**src/rtl/mult_pkg.sv**
```systemverilog
// Shared definitions for the repeated-addition multiplier front end.
package mult_pkg;

  localparam int W_DEF       = 8;
  localparam int TIMEOUT_DEF = (2 ** W_DEF) + 8;

  // Sequencer state encoding, shared with anything that observes the issue FSM
  typedef enum logic [2:0] {
    ST_IDLE   = 3'd0,
    ST_LOAD_A = 3'd1,
    ST_LOAD_B = 3'd2,
    ST_WAIT   = 3'd3,
    ST_RESP   = 3'd4
  } state_e;

  // Product width for a given operand width
  function automatic int prod_w(input int w);
    return 2 * w;
  endfunction

endpackage

```
**src/rtl/mult_wdog.sv**
```systemverilog
// Clearable up-counter with terminal-count flag, bounding how long the
// issue block waits for the multiplier's done.
module mult_wdog #(
  parameter int TIMEOUT = 264
) (
  input  logic clk,
  input  logic reset,
  input  logic clr,
  input  logic en,
  output logic tc
);

  localparam int CW = (TIMEOUT > 2) ? $clog2(TIMEOUT) : 1;

  logic [CW-1:0] cnt_q, cnt_d;

  assign tc = (cnt_q == CW'(TIMEOUT - 1));

  // Count while enabled; park at terminal count so the value never wraps
  always_comb begin
    cnt_d = cnt_q;
    if (clr)            cnt_d = '0;
    else if (en && !tc) cnt_d = cnt_q + CW'(1);
  end

  // Counter register
  always_ff @(posedge clk) begin
    if (reset) cnt_q <= '0;
    else       cnt_q <= cnt_d;
  end

endmodule

```
**src/rtl/mult_issue.sv**
```systemverilog
// Front end for the sequential multiplier: takes an operand pair, presents
// A then B on the shared bus while holding start, waits for done (or the
// watchdog), and returns the product over a valid/ready response port.
module mult_issue
  import mult_pkg::*;
#(
  parameter int W       = W_DEF,
  parameter int TIMEOUT = TIMEOUT_DEF
) (
  input  logic                   clk,
  input  logic                   reset,
  input  logic                   req_valid,
  output logic                   req_ready,
  input  logic [W-1:0]           req_a,
  input  logic [W-1:0]           req_b,
  output logic                   rsp_valid,
  input  logic                   rsp_ready,
  output logic [prod_w(W)-1:0]   rsp_prod,
  output logic                   rsp_err,
  output logic                   start,
  output logic [W-1:0]           data_out,
  input  logic                   done,
  input  logic [prod_w(W)-1:0]   prod_in
);

  localparam int PW = prod_w(W);

  state_e          state_q, state_d;
  logic [W-1:0]    a_q, a_d;
  logic [W-1:0]    b_q, b_d;
  logic [PW-1:0]   prod_q, prod_d;
  logic            err_q, err_d;
  logic            wd_clr, wd_en, wd_tc;

  mult_wdog #(.TIMEOUT(TIMEOUT)) u_wdog (
    .clk   (clk),
    .reset (reset),
    .clr   (wd_clr),
    .en    (wd_en),
    .tc    (wd_tc)
  );

  // Next-state, operand latch and result capture
  always_comb begin
    state_d = state_q;
    a_d     = a_q;
    b_d     = b_q;
    prod_d  = prod_q;
    err_d   = err_q;
    wd_clr  = 1'b0;
    wd_en   = 1'b0;
    case (state_q)
      ST_IDLE: begin
        if (req_valid) begin
          a_d = req_a;
          b_d = req_b;
          if (req_a == '0 || req_b == '0) begin
            // Zero operand: the multiplier is never started
            prod_d  = '0;
            err_d   = 1'b0;
            state_d = ST_RESP;
          end else begin
            state_d = ST_LOAD_A;
          end
        end
      end
      ST_LOAD_A: state_d = ST_LOAD_B;
      ST_LOAD_B: begin
        wd_clr  = 1'b1;
        state_d = ST_WAIT;
      end
      ST_WAIT: begin
        wd_en = 1'b1;
        // done wins over a timeout landing in the same cycle
        if (done) begin
          prod_d  = prod_in;
          err_d   = 1'b0;
          state_d = ST_RESP;
        end else if (wd_tc) begin
          prod_d  = '0;
          err_d   = 1'b1;
          state_d = ST_RESP;
        end
      end
      ST_RESP: if (rsp_ready) state_d = ST_IDLE;
      default: state_d = ST_IDLE;
    endcase
  end

  // State and datapath registers; reset discards any pending result
  always_ff @(posedge clk) begin
    if (reset) begin
      state_q <= ST_IDLE;
      a_q     <= '0;
      b_q     <= '0;
      prod_q  <= '0;
      err_q   <= 1'b0;
    end else begin
      state_q <= state_d;
      a_q     <= a_d;
      b_q     <= b_d;
      prod_q  <= prod_d;
      err_q   <= err_d;
    end
  end

  // Outputs decode only registered state/operands, so start and the bus
  // never see req_* or done combinationally.
  always_comb begin
    req_ready = (state_q == ST_IDLE);
    rsp_valid = (state_q == ST_RESP);
    rsp_prod  = prod_q;
    rsp_err   = err_q;
    start     = (state_q == ST_LOAD_A) || (state_q == ST_LOAD_B) ||
                (state_q == ST_WAIT);
    data_out  = '0;
    if (state_q == ST_LOAD_A)      data_out = a_q;
    else if (state_q == ST_LOAD_B) data_out = b_q;
  end

endmodule

```
**config.mk**
```make
export PLATFORM = sky130hd
export DESIGN_NAME = mult_issue
export DESIGN_NICKNAME = d
export VERILOG_FILES = /design/src/rtl/mult_pkg.sv /design/src/rtl/mult_wdog.sv /design/src/rtl/mult_issue.sv
export SDC_FILE = /design/constraint.sdc
export NUM_CORES = 1
export LEC_CHECK = 0
export ABC_CLOCK_PERIOD_IN_PS = 5600
export BUFFER_PORTS_ARGS = -buffer_cell sky130_fd_sc_hd__buf_2
export CORE_ASPECT_RATIO = 1.4
export CORE_MARGIN = 1.5
export CORE_UTILIZATION = 40
export DETAILED_ROUTE_END_ITERATION = 6
export PLACE_DENSITY = 0.65
export SETUP_SLACK_MARGIN = 0.02
export SYNTH_ARGS = -nofsm -noshare
export SYNTH_HDL_FRONTEND = slang
export SYNTH_SLANG_ARGS = --single-unit
```
**constraint.sdc**
```tcl
create_clock -name clk -period 5.6 [get_ports clk]
set_clock_uncertainty 0.1 [all_clocks]
set_input_delay 0.56 -clock clk [delete_from_list [all_inputs] [get_ports clk]]
set_output_delay 0.56 -clock clk [all_outputs]
set_load 0.1 [all_outputs]
```
==> flow_summary_export.csv <==
group,metric,value,unit
pwr,p_int,0.4532,mW
final_layout,fill_cells,523,
pwr,power,0.6692,mW
global_route,grt_pass1_vias,1774,
critical_path,cp-end-kind,"output port",
logic_synthesis,syn_nets,286,
final_layout,finalNonFillerCells,368,
global_route,overflow,0,
cts,ctsResizeCount,0,
cts,htreeDepth,2,
critical_path,cp_max_fo,10,
route,vias_per_cell,5.106,
place,placedCellCount,360,
pwr,swShare,0.3227,
cts,cts_tree,"done",
logic_synthesis,synth.distinct_cells,37,
timing,fin_ws,2.768,ns
final_layout,multi_input_area,1054,sq um
logic_synthesis,ys_ff_latch,45,
global_route,grt_pass1_wl,7790,um
logic_synthesis,syn-instance-count,248,
die,num_rows,30,
timing,slew_headroom,0.2702,
die,start_util,0.4213,
critical_path,worstPathArrival,2.17,ns
global_route,grt_max_degree,40,
pwr,p_per_area,271.6,nW/um^2
timing,fmax,353.1,MHz
pwr,p_seq_frac,0.511,
final_layout,nets,341,
logic_synthesis,syn_area_per_cell,8.289,sq um
timing,setup_violations,0,
logic_synthesis,synthXorXnorAreaFrac,0.02982,
place,io_buffer_count,64,
place,gp_congestion,0.7638,
global_route,antenna_found_initial,0,
timing,finalCriticalPeriod,2.832,ns
final_layout,stdcell_area,2464,sq um
critical_path,crit_chain,"nor2b_1 > a22oi_1 > nor2_1 > buf_2",
cts,ctsHoldBuffers,0,
timing,final.period_utilization,0.5058,
final_layout,diodes,0,
logic_synthesis,synth_edf_count,0,
place,dp_hpwl,3529,um
pwr,p_sw,0.2160,mW
cts,cts_root_buffer,"clkbuf_8",
route,vias,1879,
route,antenna_left,0,
pwr,peakVddDrop,0.1294,mV
cts,cts.sinks,45,
logic_synthesis,synthAdderAreaFrac,0.006086,
pwr,leakage,1.020,nW
logic_synthesis,synth_compound_area_frac,0.1923,
place,dpl-instance-area,2374,sq um
pwr,combPwrFrac,0.183,
logic_synthesis,synthMuxAreaShare,0.004869,
cts,clkLatencyLatePin,0.31,ns
route,firstDrtPassIters,4,
pwr,p_clk_frac,0.307,
timing,worst_pin_slew,1.091,ns
outcome,status,"completed",
logic_synthesis,async_flop_share,0,
final_layout,final_common_cell,"buf_2",
place,dp_slack,2.841,ns
cts,clk_pin_slew,0.09,ns
logic_synthesis,yosysWarnings,0,
timing,maxSlewViolCount,0,
timing,hold-worst-slack,0.3405,ns
final_layout,fin_util,0.5049,
die,core,4880,sq um
cts,cts_buffers,5,
cts,clockBufferDepth,2,
die,die_width,63.59,um
critical_path,slowest_delay,0.56,ns
job,drv_cap,0,
final_layout,area_delta_synth_final,19.84,%
route,avgRoutedWirePerCell,13.20,um
final_layout,register_area,900.9,sq um
logic_synthesis,synthFlopType,"dfxtp_1",
die,fp.dieH,87.83,um
logic_synthesis,yosys.area_share.simple,0.2794,
die,dieArea,5585,sq um
final_layout,drive_above_1_share,0.2895,
route,drc,0,
critical_path,critPathKind,"reg -> out",
global_route,track_usage,0.1791,
logic_synthesis,synth_top_family_by_area,"simple AND/OR/NAND/NOR gates",
final_layout,most-common-layout-cells,"64 x buf_2, 54 x nand2_1, 45 x dfxtp_1, 20 x a21oi_1, 19 x nor2_1",
timing,finalHoldViolations,0,
critical_path,critPathLaunchType,"flip-flop",
logic_synthesis,syn_area,2056,sq um
die,ioPinCount,65,
timing,finalSetupTns,0,ns
route,drtIter0Drc,42,
timing,rsz0062_at_grt,"false",
cts,cts_setup_buffers,0,
critical_path,critPathSlowestCell,"nor2b_1",
route,drt_wl_total,4859,um
critical_path,required,4.94,ns
logic_synthesis,seq_area_frac_synth,0.4382,
worst_hold_path,min_path_type,"in -> reg",
==> power groups by stage <==
stage	Combinational [mW]	Clock, mW	Sequential (mW)
finish	0.122	0.205	0.342
global route	0.131	0.225	0.344
CTS	0.123	0.211	0.342
detailed placement	0.123	0	0.349
global placement	0.122	0	0.349
floorplan	0.0868	0	0.356
==> path summary, 6_finish.rpt <==
path	slack (ns)	cells past startpoint	end	startpoint
worst min-delay path	0.34	3	rsp_prod[11]	prod_in[11]
worst max-delay path	2.77	4	data_out[1]	state_q[1]
worst max register to register	2.88	4	rsp_prod[15]	state_q[2]
worst min register to register	0.36	2	a_q[3]	a_q[3]
==> cells in the mapped netlist, drive strengths merged (2+ instances only) <==
| master | number | area [sq um] |
|---|---|---|
| nand2b | 17 | 106.4 |
| nand3b | 2 | 15.01 |
| nor4 | 7 | 50.05 |
| a21oi | 20 | 100.1 |
| xnor2 | 7 | 61.31 |
| inv | 3 | 11.26 |
| a22oi | 8 | 60.06 |
| nand3 | 5 | 25.02 |
| buf | 4 | 41.29 |
| nor2b | 2 | 12.51 |
| or3 | 2 | 12.51 |
| nand2 | 54 | 202.7 |
| clkbuf | 13 | 48.80 |
| o21ai | 18 | 127.6 |
| a21o | 2 | 15.01 |
| nor2 | 19 | 71.32 |
| nor3 | 3 | 15.01 |
| dfxtp | 45 | 900.9 |
| a211oi | 3 | 22.52 |
==> layout make-up <==
type	instances	area share
Clock buffer	5	0.02793
Inverter	3	0.004571
Sequential cell	45	0.3657
Multi-Input combinational cell	183	0.4276
Clock inverter	3	0.008634
Timing Repair Buffer	65	0.1331
Tap cell	64	0.03250
==> registers in the layout, summed over array words and instances, names as in the netlist <==
name / cells
rsp_prod: 16
state_q: 3
rsp_err: 1
b_q: 8
u_wdog.cnt_q: 9
a_q: 8
==> metal layers <==
layer | track usage | wire (um)
met4 | 0.07708 | 87
met1 | 0.2016 | 2075
met2 | 0.3244 | 2492
met5 | 0 | 0
met3 | 0.03985 | 204
==> worst max-delay path, delay by kind of cell (launching register included) <==
family	cells	cell delay, ns
and+or+nand+nor	2	0.68
AOI/OAI and AO/OA	1	0.20
DFF	1	0.54
buffers and inverters	1	0.44
==> cell families after synthesis <==
family          Yosys count
compound gates           57
fa+ha+maj                 1
buf+inv                  20
xor+xnor                  7
simple gates            117
mux                       1
flops                    45
Note: power is estimated with default switching activity, not from simulation.
